File: config.mk
export PLATFORM = sky130hd
export DESIGN_NAME = rst_seq_ctrl_flat
export DESIGN_NICKNAME = d
export VERILOG_FILES = /design/src/rtl/rst_seq_pkg.sv /design/src/rtl/rst_seq_ctrl_if.sv /design/src/rtl/rst_seq_pick.sv /design/src/rtl/rst_seq_ctrl.sv /design/src/flat_wrapper.sv
export SDC_FILE = /design/constraint.sdc
export NUM_CORES = 1
export LEC_CHECK = 0
export CAP_MARGIN = 15
export CORE_ASPECT_RATIO = 0.75
export CORE_MARGIN = 5
export CORE_UTILIZATION = 50
export DETAILED_ROUTE_END_ITERATION = 16
export PLACE_DENSITY = 0.78
export SLEW_MARGIN = 5
export SYNTH_ARGS = -nofsm -noshare
export SYNTH_HDL_FRONTEND = slang
export SYNTH_SLANG_ARGS = --single-unit
File: constraint.sdc
create_clock -name CLK -period 2.1 [get_ports CLK]
set_clock_uncertainty 0.1 [all_clocks]
set_input_delay 0.63 -clock CLK [delete_from_list [all_inputs] [get_ports CLK]]
set_output_delay 0.63 -clock CLK [all_outputs]
set_load 0.02 [all_outputs]
File: src/rtl/rst_seq_pkg.sv
// Shared definitions for the reset release sequencer.
//   - seq_state_e  : sequencer FSM states
//   - ACK_TIMEOUT  : cycles to wait for a domain ready before flagging an error
//   - DEF_*        : default parameter values used by the top level
package rst_seq_pkg;

    typedef enum logic [1:0] {
        IDLE = 2'd0,
        HOLD = 2'd1,
        GAP  = 2'd2,
        DONE = 2'd3
    } seq_state_e;

    localparam int ACK_TIMEOUT    = 16;

    localparam int DEF_NUM_DOM    = 3;
    localparam int DEF_MIN_ASSERT = 8;
    localparam int DEF_GAP_CYC    = 4;
    localparam int DEF_CNT_W      = 4;

endpackage

File: src/rtl/rst_seq_ctrl_if.sv
// Request/status bundle between software control, downstream blocks and the
// reset sequencer.
//   SW_RST_REQ  : single-cycle software reset request
//   SW_RST_MASK : domains targeted by SW_RST_REQ
//   DOM_RST_N   : active-low reset per downstream block
//   SEQ_BUSY    : sequence in progress
//   SEQ_DONE    : one-cycle pulse on sequence completion
//   DOM_RDY / SEQ_ERR exist only when RST_SEQ_ACK_EN is defined.
// master = requester / consumer side, slave = sequencer.
interface rst_seq_ctrl_if #(
    parameter int NUM_DOM = 3
) ();
    logic               SW_RST_REQ;
    logic [NUM_DOM-1:0] SW_RST_MASK;
    logic [NUM_DOM-1:0] DOM_RST_N;
    logic               SEQ_BUSY;
    logic               SEQ_DONE;
`ifdef RST_SEQ_ACK_EN
    logic [NUM_DOM-1:0] DOM_RDY;
    logic               SEQ_ERR;

    modport master (
        output SW_RST_REQ, SW_RST_MASK, DOM_RDY,
        input  DOM_RST_N, SEQ_BUSY, SEQ_DONE, SEQ_ERR
    );
    modport slave (
        input  SW_RST_REQ, SW_RST_MASK, DOM_RDY,
        output DOM_RST_N, SEQ_BUSY, SEQ_DONE, SEQ_ERR
    );
`else
    modport master (
        output SW_RST_REQ, SW_RST_MASK,
        input  DOM_RST_N, SEQ_BUSY, SEQ_DONE
    );
    modport slave (
        input  SW_RST_REQ, SW_RST_MASK,
        output DOM_RST_N, SEQ_BUSY, SEQ_DONE
    );
`endif
endinterface

File: src/rtl/rst_seq_pick.sv
// Combinational finder: lowest set bit of mask at index >= start.
//   mask  : candidate domains
//   start : lowest index to consider (may equal NUM_DOM, meaning none)
//   found : a qualifying bit exists
//   idx   : index of that bit (0 when none)
module rst_seq_pick #(
    parameter int NUM_DOM = 3,
    parameter int SW      = 2
) (
    input  logic [NUM_DOM-1:0] mask,
    input  logic [SW-1:0]      start,
    output logic               found,
    output logic [SW-1:0]      idx
);
    logic [NUM_DOM-1:0] elig;

    generate
        for (genvar gi = 0; gi < NUM_DOM; gi++) begin : g_elig
            assign elig[gi] = mask[gi] && (int'(start) <= gi);
        end
    endgenerate

    assign found = |elig;

    // Scan downward so the last hit written is the lowest eligible index.
    always_comb begin
        idx = '0;
        for (int i = NUM_DOM - 1; i >= 0; i--) begin
            if (elig[i]) idx = SW'(i);
        end
    end
endmodule

File: src/rtl/rst_seq_ctrl.sv
// Reset release sequencer. Holds targeted domain resets low for MIN_ASSERT
// cycles, then releases targeted domains in ascending order GAP_CYC cycles
// apart. Software may request partial re-sequencing by mask; requests that
// arrive while busy are accumulated and run straight after the current one.
// Ports:
//   CLK : clock
//   RST : synchronous active-high reset (forces full reset sequence)
//   bus : rst_seq_ctrl_if.slave (request, per-domain resets, busy/done)
// Optional: define RST_SEQ_ACK_EN to gate each release on DOM_RDY of the
// previously released domain, with a timeout that latches SEQ_ERR.
module rst_seq_ctrl
    import rst_seq_pkg::*;
#(
    parameter int NUM_DOM    = DEF_NUM_DOM,
    parameter int MIN_ASSERT = DEF_MIN_ASSERT,
    parameter int GAP_CYC    = DEF_GAP_CYC,
    parameter int CNT_W      = DEF_CNT_W
) (
    input  logic          CLK,
    input  logic          RST,
    rst_seq_ctrl_if.slave bus
);
    // Wide enough to hold NUM_DOM itself ("past the last domain").
    localparam int SW = $clog2(NUM_DOM + 1);

    seq_state_e         state_reg, state_next;
    logic [CNT_W-1:0]   cnt_reg, cnt_next;
    logic [NUM_DOM-1:0] tgt_reg, tgt_next;
    logic [NUM_DOM-1:0] pend_reg, pend_next;
    logic [SW-1:0]      idx_reg, idx_next;
    logic [NUM_DOM-1:0] dom_reg, dom_next;
    logic               busy_reg, busy_next;
    logic               done_reg, done_next;

    logic [NUM_DOM-1:0] req_mask, pend_merged;
    logic               req_hit;
    logic [SW-1:0]      cur_start, cur_idx;
    logic               cur_found, any_above;
    logic               hold_exp, gap_exp, ack_ok, release_now;

    assign req_mask    = bus.SW_RST_REQ ? bus.SW_RST_MASK : '0;
    assign req_hit     = |req_mask;
    assign pend_merged = pend_reg | req_mask;

    // HOLD releases the lowest target; GAP continues above the last one.
    assign cur_start = (state_reg == HOLD) ? '0 : idx_reg + SW'(1);

    rst_seq_pick #(.NUM_DOM(NUM_DOM), .SW(SW)) u_pick (
        .mask  (tgt_reg),
        .start (cur_start),
        .found (cur_found),
        .idx   (cur_idx)
    );

    // Any target left above the one being released decides GAP vs DONE.
    assign any_above = |((tgt_reg >> cur_idx) >> 1);
    assign hold_exp  = (cnt_reg == CNT_W'(MIN_ASSERT - 1));
    assign gap_exp   = (cnt_reg == CNT_W'(GAP_CYC - 1));

`ifdef RST_SEQ_ACK_EN
    logic [4:0] ack_cnt_reg;
    logic       err_reg;
    logic       rdy_seen, ack_to;

    assign rdy_seen = |(bus.DOM_RDY & (NUM_DOM'(1) << idx_reg));
    assign ack_to   = (ack_cnt_reg == 5'(ACK_TIMEOUT - 1));
    assign ack_ok   = rdy_seen || ack_to;

    always_ff @(posedge CLK) begin
        if (RST) begin
            ack_cnt_reg <= '0;
            err_reg     <= 1'b0;
        end else begin
            if (release_now)
                ack_cnt_reg <= '0;
            else if (state_reg == GAP && !ack_to)
                ack_cnt_reg <= ack_cnt_reg + 5'd1;
            if (state_reg == GAP && ack_to && !rdy_seen)
                err_reg <= 1'b1;
        end
    end

    assign bus.SEQ_ERR = err_reg;
`else
    assign ack_ok = 1'b1;
`endif

    assign release_now = cur_found &&
                         ((state_reg == HOLD && hold_exp) ||
                          (state_reg == GAP && gap_exp && ack_ok));

    // State and registered outputs
    always_ff @(posedge CLK) begin
        if (RST) begin
            state_reg <= HOLD;
            cnt_reg   <= '0;
            tgt_reg   <= '1;
            pend_reg  <= '0;
            idx_reg   <= '0;
            dom_reg   <= '0;
            busy_reg  <= 1'b1;
            done_reg  <= 1'b0;
        end else begin
            state_reg <= state_next;
            cnt_reg   <= cnt_next;
            tgt_reg   <= tgt_next;
            pend_reg  <= pend_next;
            idx_reg   <= idx_next;
            dom_reg   <= dom_next;
            busy_reg  <= busy_next;
            done_reg  <= done_next;
        end
    end

    // Next-state logic
    always_comb begin
        state_next = state_reg;
        cnt_next   = cnt_reg;
        tgt_next   = tgt_reg;
        pend_next  = pend_reg;
        idx_next   = idx_reg;
        unique case (state_reg)
            IDLE: begin
                if (req_hit) begin
                    state_next = HOLD;
                    cnt_next   = '0;
                    tgt_next   = req_mask;
                end
            end
            HOLD, GAP: begin
                pend_next = pend_merged;
                if (release_now) begin
                    cnt_next   = '0;
                    idx_next   = cur_idx;
                    state_next = any_above ? GAP : DONE;
                end else if (!(state_reg == GAP && gap_exp)) begin
                    // GAP saturates while waiting for a domain ready.
                    cnt_next = cnt_reg + CNT_W'(1);
                end
            end
            DONE: begin
                pend_next = '0;
                cnt_next  = '0;
                if (|pend_merged) begin
                    state_next = HOLD;
                    tgt_next   = pend_merged;
                end else begin
                    state_next = IDLE;
                end
            end
            default: state_next = IDLE;
        endcase
    end

    // Next values of the registered outputs
    always_comb begin
        dom_next  = dom_reg;
        busy_next = busy_reg;
        done_next = 1'b0;
        unique case (state_reg)
            IDLE: begin
                if (req_hit) begin
                    dom_next  = dom_reg & ~req_mask;
                    busy_next = 1'b1;
                end
            end
            HOLD, GAP: begin
                if (release_now)
                    dom_next = dom_reg | (NUM_DOM'(1) << cur_idx);
            end
            DONE: begin
                done_next = 1'b1;
                busy_next = |pend_merged;
                dom_next  = dom_reg & ~pend_merged;
            end
            default: ;
        endcase
    end

    assign bus.DOM_RST_N = dom_reg;
    assign bus.SEQ_BUSY  = busy_reg;
    assign bus.SEQ_DONE  = done_reg;
endmodule
File: src/flat_wrapper.sv
// flat-port wrapper written by rule: the top's interface ports become plain ports
module rst_seq_ctrl_flat import rst_seq_pkg::*;
#(
    parameter int NUM_DOM    = DEF_NUM_DOM,
    parameter int MIN_ASSERT = DEF_MIN_ASSERT,
    parameter int GAP_CYC    = DEF_GAP_CYC,
    parameter int CNT_W      = DEF_CNT_W
)
  (CLK, RST, bus_SW_RST_REQ, bus_SW_RST_MASK, bus_DOM_RST_N, bus_SEQ_BUSY, bus_SEQ_DONE);
  rst_seq_ctrl_if #(.NUM_DOM(NUM_DOM)) bus_i ();
  input  logic CLK;
  input  logic RST;
  input wire logic [$bits(bus_i.SW_RST_REQ)-1:0] bus_SW_RST_REQ;
  input wire logic [$bits(bus_i.SW_RST_MASK)-1:0] bus_SW_RST_MASK;
  output wire logic [$bits(bus_i.DOM_RST_N)-1:0] bus_DOM_RST_N;
  output wire logic [$bits(bus_i.SEQ_BUSY)-1:0] bus_SEQ_BUSY;
  output wire logic [$bits(bus_i.SEQ_DONE)-1:0] bus_SEQ_DONE;
  assign bus_i.SW_RST_REQ = bus_SW_RST_REQ;
  assign bus_i.SW_RST_MASK = bus_SW_RST_MASK;
  assign bus_DOM_RST_N = bus_i.DOM_RST_N;
  assign bus_SEQ_BUSY = bus_i.SEQ_BUSY;
  assign bus_SEQ_DONE = bus_i.SEQ_DONE;
  rst_seq_ctrl #(.NUM_DOM(NUM_DOM), .MIN_ASSERT(MIN_ASSERT), .GAP_CYC(GAP_CYC), .CNT_W(CNT_W)) u_core (.CLK(CLK), .RST(RST), .bus(bus_i));
endmodule
# Yosys cells after proc, flatten, opt, wreduce, memory -nomap -nowiden
# Index checks and enable logic that the tools add are counted.
# word_totals
out_inout_bits	5
inputBits	6
reg_bits	19
# classes
n_reduce_logical	20
order_cmp	3
n_addsub	2
shifts	2
bitwise	6
n_mux	24
eq_ne	9
# ops
cell	n
3-bit two-way mux	5
2-bit two-way mux	6
4-bit two-way mux	3
3-bit one-hot mux with 2 select lines	2
4-bit one-hot mux with 3 select lines	1
3-bit one-hot mux with 3 select lines	1
3-bit OR reduction	3
2-bit AND reduction	4
3-bit bitwise AND	2
1-bit logical AND	6
2-bit by 1-bit != test with 1-bit output (second input constant)	3
3-bit NOT	2
3-bit bitwise OR	2
2-bit one-hot mux with 3 select lines	1
4-bit by 1-bit adder with 4-bit output (second input constant)	1
2-bit == test (second input constant)	2
4-bit by 2-bit == test with 1-bit output (second input constant)	1
4-bit by 3-bit == test with 1-bit output (second input constant)	1
2-bit by 1-bit less-or-equal comparator with 1-bit output (second input constant)	2
1-bit two-way mux	4
2-bit nonzero test	2
2-bit OR reduction	2
3-bit by 2-bit != test with 1-bit output (second input constant)	1
3-bit AND reduction	1
8 further kinds	8

# Depth between registers and ports, before layout
# Gate-level depths: netlist of the first run.
# logic_depth
ltp_word	12
mapped_depth	7
depth_no_buf	7

# Cells and area by module
# Synthesis of the first run repeated with hierarchy kept, for this count alone.
# unflattened
hier_cells	124
area_unflattened_um2	1082.3
# by_module_without_submodules
module	area_each_um2	cells_each	n_inst
rst_seq_ctrl	1026.0	115	1
rst_seq_pick	56.3	9	1

# Worst setup path before layout of the first run
# OpenSTA, ideal clock, no wires.
# synth_path
path_kind	flip-flop to flip-flop
startpoint	register u_core.state_reg[1]
endpoint	register u_core.cnt_reg[0]
path_slack_ns	0.140
t_required_ns	1.928
stages_incl_launch_ff	8
arrival_time_ns	1.788
setup_ns	0.072
n_path_buf	0
cell_sequence	dfxtp_1 > inv_1 > ha_1 > mux2_2 > and3b_4 > o211ai_4 > or4b_1 > mux2i_1
# synth_via
elab_chain_cells	8
word_cells_on_any_way	22
classes_between	order compare: 3; eq/ne: 5; mux: 3; reduce/logical: 11
# synth_lines
element	line_no	rtl
start, declared	rst_seq_ctrl.sv:26	seq_state_e state_reg, state_next;
start signal, assigned	rst_seq_ctrl.sv:104	state_reg <= state_next;
2-bit by 1-bit == test with 1-bit output	rst_seq_ctrl.sv:46, rst_seq_ctrl.sv:89, rst_seq_ctrl.sv:122	
2-bit two-way mux	rst_seq_ctrl.sv:46	assign cur_start = (state_reg == HOLD) ? '0 : idx_reg + SW'(1);
2-bit by 1-bit less-or-equal comparator with 1-bit output / 2-bit less-or-equal comparator (equally long branches)	rst_seq_pick.sv:19	assign elig[gi] = mask[gi] && (int'(start) <= gi);
1-bit logical AND	rst_seq_pick.sv:19	
3-bit OR reduction	rst_seq_pick.sv:23	assign found = |elig;
1-bit logical AND	rst_seq_ctrl.sv:88	assign release_now = cur_found &&
4-bit two-way mux / 3-bit by 2-bit != test with 1-bit output (equally long branches)	n/a	
4-bit one-hot mux with 3 select lines / 2-bit AND reduction (equally long branches)	n/a	
end signal, assigned	rst_seq_ctrl.sv:105	cnt_reg <= cnt_next;
end, declared	rst_seq_ctrl.sv:27	logic [CNT_W-1:0] cnt_reg, cnt_next;
# Several ways; a longest one is shown, not always the timed one.
# A chain may end at the register's enable or synchronous reset.

# Final worst setup path of the first run
# layout_path
startpoint	input bus_SW_RST_MASK[1]
endpoint	register u_core.dom_reg[2], in the netlist u_core.bus.DOM_RST_N[2]
# layout_via
elab_chain_cells	4
# layout_lines
element	line_no	rtl
start, declared	flat_wrapper.sv:14	input wire logic [$bits(bus_i.SW_RST_MASK)-1:0] bus_SW_RST_MASK;
3-bit two-way mux	rst_seq_ctrl.sv:41	assign req_mask = bus.SW_RST_REQ ? bus.SW_RST_MASK : '0;
3-bit OR reduction	rst_seq_ctrl.sv:42	assign req_hit = |req_mask;
2-bit by 1-bit != test with 1-bit output (no source line)	n/a	
2-bit AND reduction (no source line)	n/a	
end signal, assigned	rst_seq_ctrl.sv:109	dom_reg <= dom_next;
end, declared	rst_seq_ctrl.sv:31	logic [NUM_DOM-1:0] dom_reg, dom_next;
# No other way between the ends.

==> reports/results.ini, run 1 <==
[clock_network]
clk_latency_ns=0.32
cts_buffers=3
path_clk_slew_ns=0.13
htree_levels=1
root_buffer=clkbuf_4
clock_path_buffers=2
cts_num_sinks=19
cts_tree=done

[pwr]
vdd_drop_max_uv=553
p_per_area_nw_per_um2=719
finalPower_mw=1.02
p_leak_nw=0.629

[die]
rows=14
initial_core_util=0.541
core_um2=2070
ios=11
die_w_um=64.6
die_h_um=51.0
die_area_um2=3290

[global_route]
grt_pass1_vias=1046
grt_overflow=0
grtUsageTotal=0.181
antenna_found_initial=0
grt_max_degree=13
grt_pass1_wl_mm=4.65

[setup_path]
cp-start-kind=input port
r2r_end=u_core.bus.DOM_RST_N[2]
crit_path_max_fanout=4
required_ns=2.26
slowest_stage=clkdlybuf4s50_1
cp_common_cell=buf_4
cp-end-kind=register
r2r_slack_ns=0.09
criticalPathCategory=in2reg
critical-path-max-stage-delay_ns=0.50
worstPathArrival_ns=2.25
rr_startpoint=u_core.state_reg[1]
rr_worst_depth=8
cp_cell_sequence=clkdlybuf4s50_1 > o31ai_2 > buf_4 > nand2_2 > nand4_1 > buf_4 > or3b_4 > a21oi_2

[final_layout]
fin_area_um2=1430
antennaDiodeCount=0
final_core_util=0.689
multiInputGateArea_um2=741
nets=167
seqCellArea_um2=384
largest_reg_flops=4
final_cell_mix=dfxtp_1 (18), buf_4 (15), nor2_1 (10), a21oi_1 (10), clkdlybuf4s50_1 (8)
syn_to_final_growth_pct=27.4
drive_gt1_frac=0.240
fillers=164
layout_commonest_cell=dfxtp_1
stdcell_count=178

[timing]
worstMarginPinSlew_ns=0.395
finalSetupViolations=0
fmax_ghz=0.480
hold_violations=0
finalWorstPathRequiredPeriod_ns=2.08
slew_violations=0
slew_headroom=0.736
setup_ws_ns=0.0169
fin_crit_sh=0.992
fin_setup_tns_ns=0
holdWs_ns=0.412

[placed_design]
dp_hpwl_mm=2.09
gp_congestion=0.828
dpl_worst_slack_ns=-0.297
place_area_um2=1340
placed_cells=173
io_buffers=10

[min_path]
hold_depth=2
hp-start=u_core.cnt_reg[1]
hold_path_end=u_core.cnt_reg[1]
min_path_type=reg2reg

[drt]
vias=1061
route.detailed.drc=0
routedWlPerCell_um=16.2
totalWireLength_mm=2.89
drt_iter0_drc=45
ant_nets=0
viasPerCell=5.96
dr.pass1.iters=4

[synth]
avgSynthCellArea_um2=8.67
synth_fp_nets=141
ys_ff_latch=19
yosysWarnings=0
syn_inst=129
ys_seq_area_frac=0.340
synth_top_cell_area_share=0.340
yosysTopAreaCell=dfxtp_1
netlist_area_um2=1120
synth_cell_type_count=45
synth_area_leaders=dfxtp_1 (34%), ha_1 (6.7%), a21oi_1 (5.4%)

[flow_run]
timing.max_cap.violations=0

[run_status]
status=finished clean

==> cells in the mapped netlist (all sizes together) <==
cell type / n
nand4b: 2
o21bai: 1
nand4: 2
clkbuf: 3
a211o: 1
o22ai: 2
a22oi: 4
or3b: 1
or4b: 1
or3: 1
xor2: 1
or2: 4
nand3b: 1
nor2: 11
nor3b: 1
and2: 2
nand2: 6
and3: 1
o22a: 1
buf: 1
o2111ai: 1
o21a: 1
a41o: 1
ha: 6
nand3: 1
o211ai: 1
a2111oi: 1
o41ai: 1
dfxtp: 19
mux2i: 6
inv: 6
a21oi: 13
and3b: 1
o31ai: 1
or4: 1
o21ai: 8
mux2: 1
nor2b: 6
nand2b: 3
a21o: 3
nor3: 1
==> where the power goes <==
| group | leakage [nW] | internal [mW] | switching (mW) | total (mW) |
|---|---|---|---|---|
| sequential | 0.155 | 0.404 | 0.0534 | 0.458 |
| combinational | 0.460 | 0.175 | 0.186 | 0.361 |
| clock | 0.0139 | 0.0728 | 0.133 | 0.206 |
==> routing by layer <==
layer	vias up	track usage	share of wire
li1	521	-	-
met1	510	0.211	0.46
met2	21	0.318	0.49
met3	9	0.0504	0.033
met4	0	0.0667	0.023
met5	-	0	0
==> critical path: cells and delay by family <==
family | cells | cell delay [ns]
compound gates | 2 | 0.20
buf+inv | 3 | 0.82
simple gates | 3 | 0.59
==> area by class of cell <==
| class | count | area share |
|---|---|---|
| repair buffers | 25 | 0.153 |
| clock buffers | 3 | 0.0158 |
| multi-input cells | 100 | 0.520 |
| inverters | 6 | 0.0158 |
| clock inverters | 1 | 0.00527 |
| flip-flops and latches | 19 | 0.270 |
| well taps | 24 | 0.0211 |
==> repair_timing <==
action | 4_1_cts | 5_1_grt
buffers inserted | 1 | 0
setup endpoints to repair | 1 | 5
gates resized for setup | 2 | 15
hold buffers | 0 | 0
pin swaps | 1 | 4
==> cell families after synthesis <==
group | after synthesis | synth area share
simple gates | 46 | 0.240
compound gates | 40 | 0.246
flops | 19 | 0.340
buf+inv | 10 | 0.0347
mux | 7 | 0.0638
fa+ha+maj | 6 | 0.0671
xor+xnor | 1 | 0.00783
==> worst max-delay path by stage <==
stage,from,end,depth (start not counted)
floorplan,u_core.state_reg[1],u_core.cnt_reg[0],7
global placement,bus_SW_RST_MASK[1],u_core.bus.DOM_RST_N[0],7
detailed placement,bus_SW_RST_MASK[0],u_core.bus.DOM_RST_N[0],7
CTS,u_core.state_reg[1],u_core.bus.DOM_RST_N[0],7
global route,bus_SW_RST_MASK[1],u_core.bus.DOM_RST_N[2],8
finish,bus_SW_RST_MASK[1],u_core.bus.DOM_RST_N[2],8
Power figures use the tool's default switching activity.
==> run 2: changes to the inputs <==
--- a/config.mk
+++ b/config.mk
@@ -5,10 +5,10 @@
 export SDC_FILE = /design/constraint.sdc
 export NUM_CORES = 1
 export LEC_CHECK = 0
-export CAP_MARGIN = 15
 export CORE_ASPECT_RATIO = 0.75
 export CORE_MARGIN = 5
 export CORE_UTILIZATION = 50
+export CTS_BUF_LIST = sky130_fd_sc_hd__clkbuf_16
 export DETAILED_ROUTE_END_ITERATION = 16
 export PLACE_DENSITY = 0.78
 export SLEW_MARGIN = 5
==> run 2 against run 1 <==
Maximum frequency is 3.3% higher; final cell count stayed put; setup slack better by 0.066 ns; die area stayed put; non-clock buffer count stayed put; sequential share of layout area is 0.98 points lower.
==> reports/results.ini, run 2 (synthesis gave the netlist of run 1 again) <==
[die]
ios=11
die_w_um=64.6
die_h_um=51.0
rows=14
core_um2=2070
die_area_um2=3290
initial_core_util=0.541

[clock_network]
path_clk_slew_ns=0.06
cts_num_sinks=19
clk_latency_ns=0.26
root_buffer=clkbuf_16
clock_path_buffers=2
cts_tree=done
htree_levels=1
cts_buffers=3

[global_route]
grt_pass1_wl_mm=4.82
grt_overflow=0
grt_max_degree=13
grt_pass1_vias=1058
grtUsageTotal=0.188
antenna_found_initial=0

[pwr]
vdd_drop_max_uv=679
p_leak_nw=0.669
p_int_mw=0.836
switching_power_mw=0.394
finalPower_mw=1.23
pwr-share-seq=0.373
clockPowerShare=0.333
swShare=0.320
power_frac_comb=0.294
p_per_area_nw_per_um2=832

[setup_path]
required_ns=2.19
critPathTopFamily=simple AND/OR/NAND/NOR gates
slowest_stage=or4b_4
cp-end-kind=register
crit_buf_inv=1
rr_worst_depth=7
r2r_slack_ns=0.08
startpoint=u_core.state_reg[1]
worstPathArrival_ns=2.10
criticalPathCategory=reg2reg
cp_cell_sequence=inv_1 > ha_4 > mux2_2 > and3b_4 > o211ai_4 > or4b_4 > mux2i_1
r2r_end=u_core.cnt_reg[0]
rr_startpoint=u_core.state_reg[1]
critical-path-max-stage-delay_ns=0.47
crit_path_max_fanout=7
cp-start-kind=register

[timing]
holdWs_ns=0.403
hold_violations=0
worstMarginPinSlew_ns=0.384
finalSetupViolations=0
finalWorstPathRequiredPeriod_ns=2.02
fmax_ghz=0.496
slew_violations=0
slew_headroom=0.744
fin_crit_sh=0.961
rsz0062_at_grt=false

[drt]
routedWlPerCell_um=16.7
totalWireLength_mm=2.97
ant_nets=0
dr.pass1.iters=4
route.detailed.drc=0
drt_iter0_drc=76
vias=1076
viasPerCell=6.04

[run_status]
status=finished clean

[final_layout]
fin_area_um2=1480
antennaDiodeCount=0
stdcell_count=178
largest_reg_flops=4
nets=167
final_core_util=0.715
drive_gt1_frac=0.234
final_cell_mix=dfxtp_1 (18), buf_4 (15), nor2_1 (10), a21oi_1 (10)
syn_to_final_growth_pct=32.2
layout_commonest_cell=dfxtp_1
fillers=157

[min_path]
hp-start=u_core.bus.DOM_RST_N[1]
hold_path_end=u_core.bus.DOM_RST_N[1]
hold_depth=2
min_path_type=reg2reg

[placed_design]
place_area_um2=1340
placed_cells=173
dp_hpwl_mm=2.09
gp_congestion=0.828
io_buffers=10

[flow_run]
timing.max_cap.violations=0

run 2: how the worst max path moves through the flow:
stage,cells after the start,end
after floorplan,7,u_core.cnt_reg[0]
after global placement,7,u_core.bus.DOM_RST_N[0]
after detailed placement,7,u_core.bus.DOM_RST_N[0]
after CTS,8,u_core.bus.DOM_RST_N[2]
after global routing,7,u_core.cnt_reg[0]
final,7,u_core.cnt_reg[0]
run 2: power groups by stage:
stage,logic (mW),clock network [mW],registers (mW)
after floorplan,0.243,0,0.437
after global placement,0.323,0,0.454
after detailed placement,0.336,0,0.457
after CTS,0.342,0.413,0.450
after global routing,0.399,0.433,0.465
final,0.362,0.410,0.458
run 2: tightest hold or removal path: stages, from the launching register on:
cell	delay, ns
dfxtp_1	0.32
o21ai_0	0.07
a21oi_1	0.07
run 2: area by class of cell:
type	instances	area [um^2]	area share
Clock buffer	3	75.1	0.0508
Clock inverter	1	7.51	0.00508
Inverter	6	22.5	0.0152
Multi-Input combinational cell	100	737	0.498
Sequential cell	19	384	0.260
Tap cell	24	30.0	0.0203
Timing Repair Buffer	25	223	0.151
run 2: through the flow:
step / worst slack, ns / TNS, ns
2_1_floorplan: 0.140 / 0
3_3_place_gp: -0.191 / -1.70
3_5_place_dp: -0.297 / -2.06
4_1_cts: 0.00622 / 0
5_1_grt: 0.0112 / 0
6_report: 0.0825 / 0
run 2: timing repair:
item / CTS / global route
hold buffers: 0 / 0
pin swaps: 2 / 2
gates resized for setup: 2 / 16
buffers inserted: 1 / 0
endpoints found under the setup margin: 1 / 8
run 2: metal layers:
layer	up-vias	share of wire	track usage
li1	517	-	-
met1	507	0.42	0.216
met2	46	0.50	0.334
met3	6	0.072	0.0680
met4	0	0.013	0.0456
met5	-	0	0
==> run 3: changes to the inputs <==
--- a/config.mk
+++ b/config.mk
@@ -5,8 +5,8 @@
 export SDC_FILE = /design/constraint.sdc
 export NUM_CORES = 1
 export LEC_CHECK = 0
-export CORE_ASPECT_RATIO = 0.75
-export CORE_MARGIN = 5
+export CORE_ASPECT_RATIO = 0.6
+export CORE_MARGIN = 3
 export CORE_UTILIZATION = 50
 export CTS_BUF_LIST = sky130_fd_sc_hd__clkbuf_16
 export DETAILED_ROUTE_END_ITERATION = 16
==> run 3 against run 2 <==
Maximum frequency fell by 0.72%; first-iteration DRC count is 28% higher; highest routed layer unchanged; die area decreased by 13%; final cell count grew 3.4%; critical path type unchanged; wire length is 1.8% higher; total power up 0.18%; utilization grew 3.3 points; combinational power rose by 2%.
==> reports/results.ini, run 3 (synthesis gave the netlist of run 1 again) <==
[final_layout]
fillers=152
syn_to_final_growth_pct=32.7
antennaDiodeCount=0
largest_reg_flops=4
stdcell_count=184
nets=169
layout_commonest_cell=dfxtp_1
fin_area_um2=1480
drive_gt1_frac=0.224
final_cell_mix=dfxtp_1 (18), buf_4 (17), nor2_1 (11)
final_core_util=0.749

[pwr]
clockPowerShare=0.332
p_int_mw=0.835
power_frac_comb=0.300
p_leak_nw=0.681
vdd_drop_max_uv=633
p_per_area_nw_per_um2=831
swShare=0.322
switching_power_mw=0.397
pwr-share-seq=0.368
finalPower_mw=1.23

[setup_path]
cp-start-kind=register
cp_cell_sequence=inv_1 > ha_2 > o21ai_1 > a21oi_2 > o21ai_2 > buf_4 > or3b_1 > a21oi_2
r2r_slack_ns=0.07
worstPathArrival_ns=2.12
cp_common_cell=a21oi_2
slowest_stage=or3b_1
required_ns=2.19
criticalPathCategory=reg2reg
cp-end-kind=register
crit_path_max_fanout=7
critical-path-max-stage-delay_ns=0.41

[clock_network]
cts_num_sinks=19
htree_levels=1
cts_buffers=3
root_buffer=clkbuf_16
path_clk_slew_ns=0.06
clk_latency_ns=0.26
clock_path_buffers=2
cts_tree=done

[die]
initial_core_util=0.564
die_area_um2=2860
die_h_um=42.6
core_um2=1980
die_w_um=67.1
ios=11
rows=12

[drt]
vias=1071
totalWireLength_mm=3.02
routedWlPerCell_um=16.4
drt_iter0_drc=97
dr.pass1.iters=4
route.detailed.drc=0
ant_nets=0
viasPerCell=5.82

[timing]
finalWorstPathRequiredPeriod_ns=2.03
fmax_ghz=0.492
worstMarginPinSlew_ns=0.380
finalSetupViolations=0
fin_crit_sh=0.968
slew_headroom=0.740
setup_ws_ns=0.0679
fin_setup_tns_ns=0
holdWs_ns=0.394
hold_violations=0
slew_violations=0

[placed_design]
dpl_worst_slack_ns=-0.368
placed_cells=176
dp_hpwl_mm=2.15
place_area_um2=1340
io_buffers=10
gp_congestion=0.854

[global_route]
grt_pass1_wl_mm=4.93
grt_pass1_vias=1029
grt_max_degree=19
grtUsageTotal=0.231
grt_overflow=0
antenna_found_initial=0

[flow_run]
timing.max_cap.violations=0

[min_path]
min_path_type=reg2reg

[run_status]
status=finished clean

run 3: area by class of cell:
| type | instances | area (um^2) | share of cell area |
|---|---|---|---|
| Clock buffer | 3 | 75.1 | 0.0506 |
| Clock inverter | 1 | 7.51 | 0.00506 |
| Inverter | 6 | 22.5 | 0.0152 |
| Multi-Input combinational cell | 100 | 728 | 0.491 |
| Sequential cell | 19 | 382 | 0.257 |
| Tap cell | 28 | 35.0 | 0.0236 |
| Timing Repair Buffer | 27 | 234 | 0.158 |
run 3: what timing repair did:
action / in CTS / in global routing
pin swaps: 2 / 3
setup buffers: 1 / 3
gates resized for setup: 2 / 10
setup endpoints to repair: 2 / 8
hold buffers: 0 / 0
endpoints found under the hold margin: 0 / 0
run 3: worst max-delay path, delay by kind of cell (launching register included):
kind / cells / cell delay, ns
fa+ha+maj: 1 / 0.27
flops: 1 / 0.31
buf+inv: 2 / 0.28
compound gates: 4 / 0.60
simple gates: 1 / 0.41
run 3: final timing paths:
check / startpoint / end / cells past startpoint
setup / recovery: u_core.state_reg[1] / u_core.bus.DOM_RST_N[2] / 8
hold / removal: u_core.bus.DOM_RST_N[1] / u_core.bus.DOM_RST_N[1] / 2
setup reg to reg: u_core.state_reg[1] / u_core.bus.DOM_RST_N[2] / 8
hold reg to reg: u_core.bus.DOM_RST_N[1] / u_core.bus.DOM_RST_N[1] / 2
run 3: power by group through the flow:
stage / registers, mW / clock network, mW / logic (mW)
after floorplan: 0.437 / 0 / 0.243
after global placement: 0.454 / 0 / 0.329
after detailed placement: 0.458 / 0 / 0.347
after CTS: 0.450 / 0.413 / 0.352
after global routing: 0.460 / 0.427 / 0.408
final: 0.454 / 0.409 / 0.370
run 3: per-layer routing:
layer  share of wire  GRT usage  up-vias
li1                -          -      522
met1            0.47      0.309      506
met2            0.45      0.352       37
met3           0.067     0.0670        6
met4           0.013     0.0766        0
met5               0          0        -
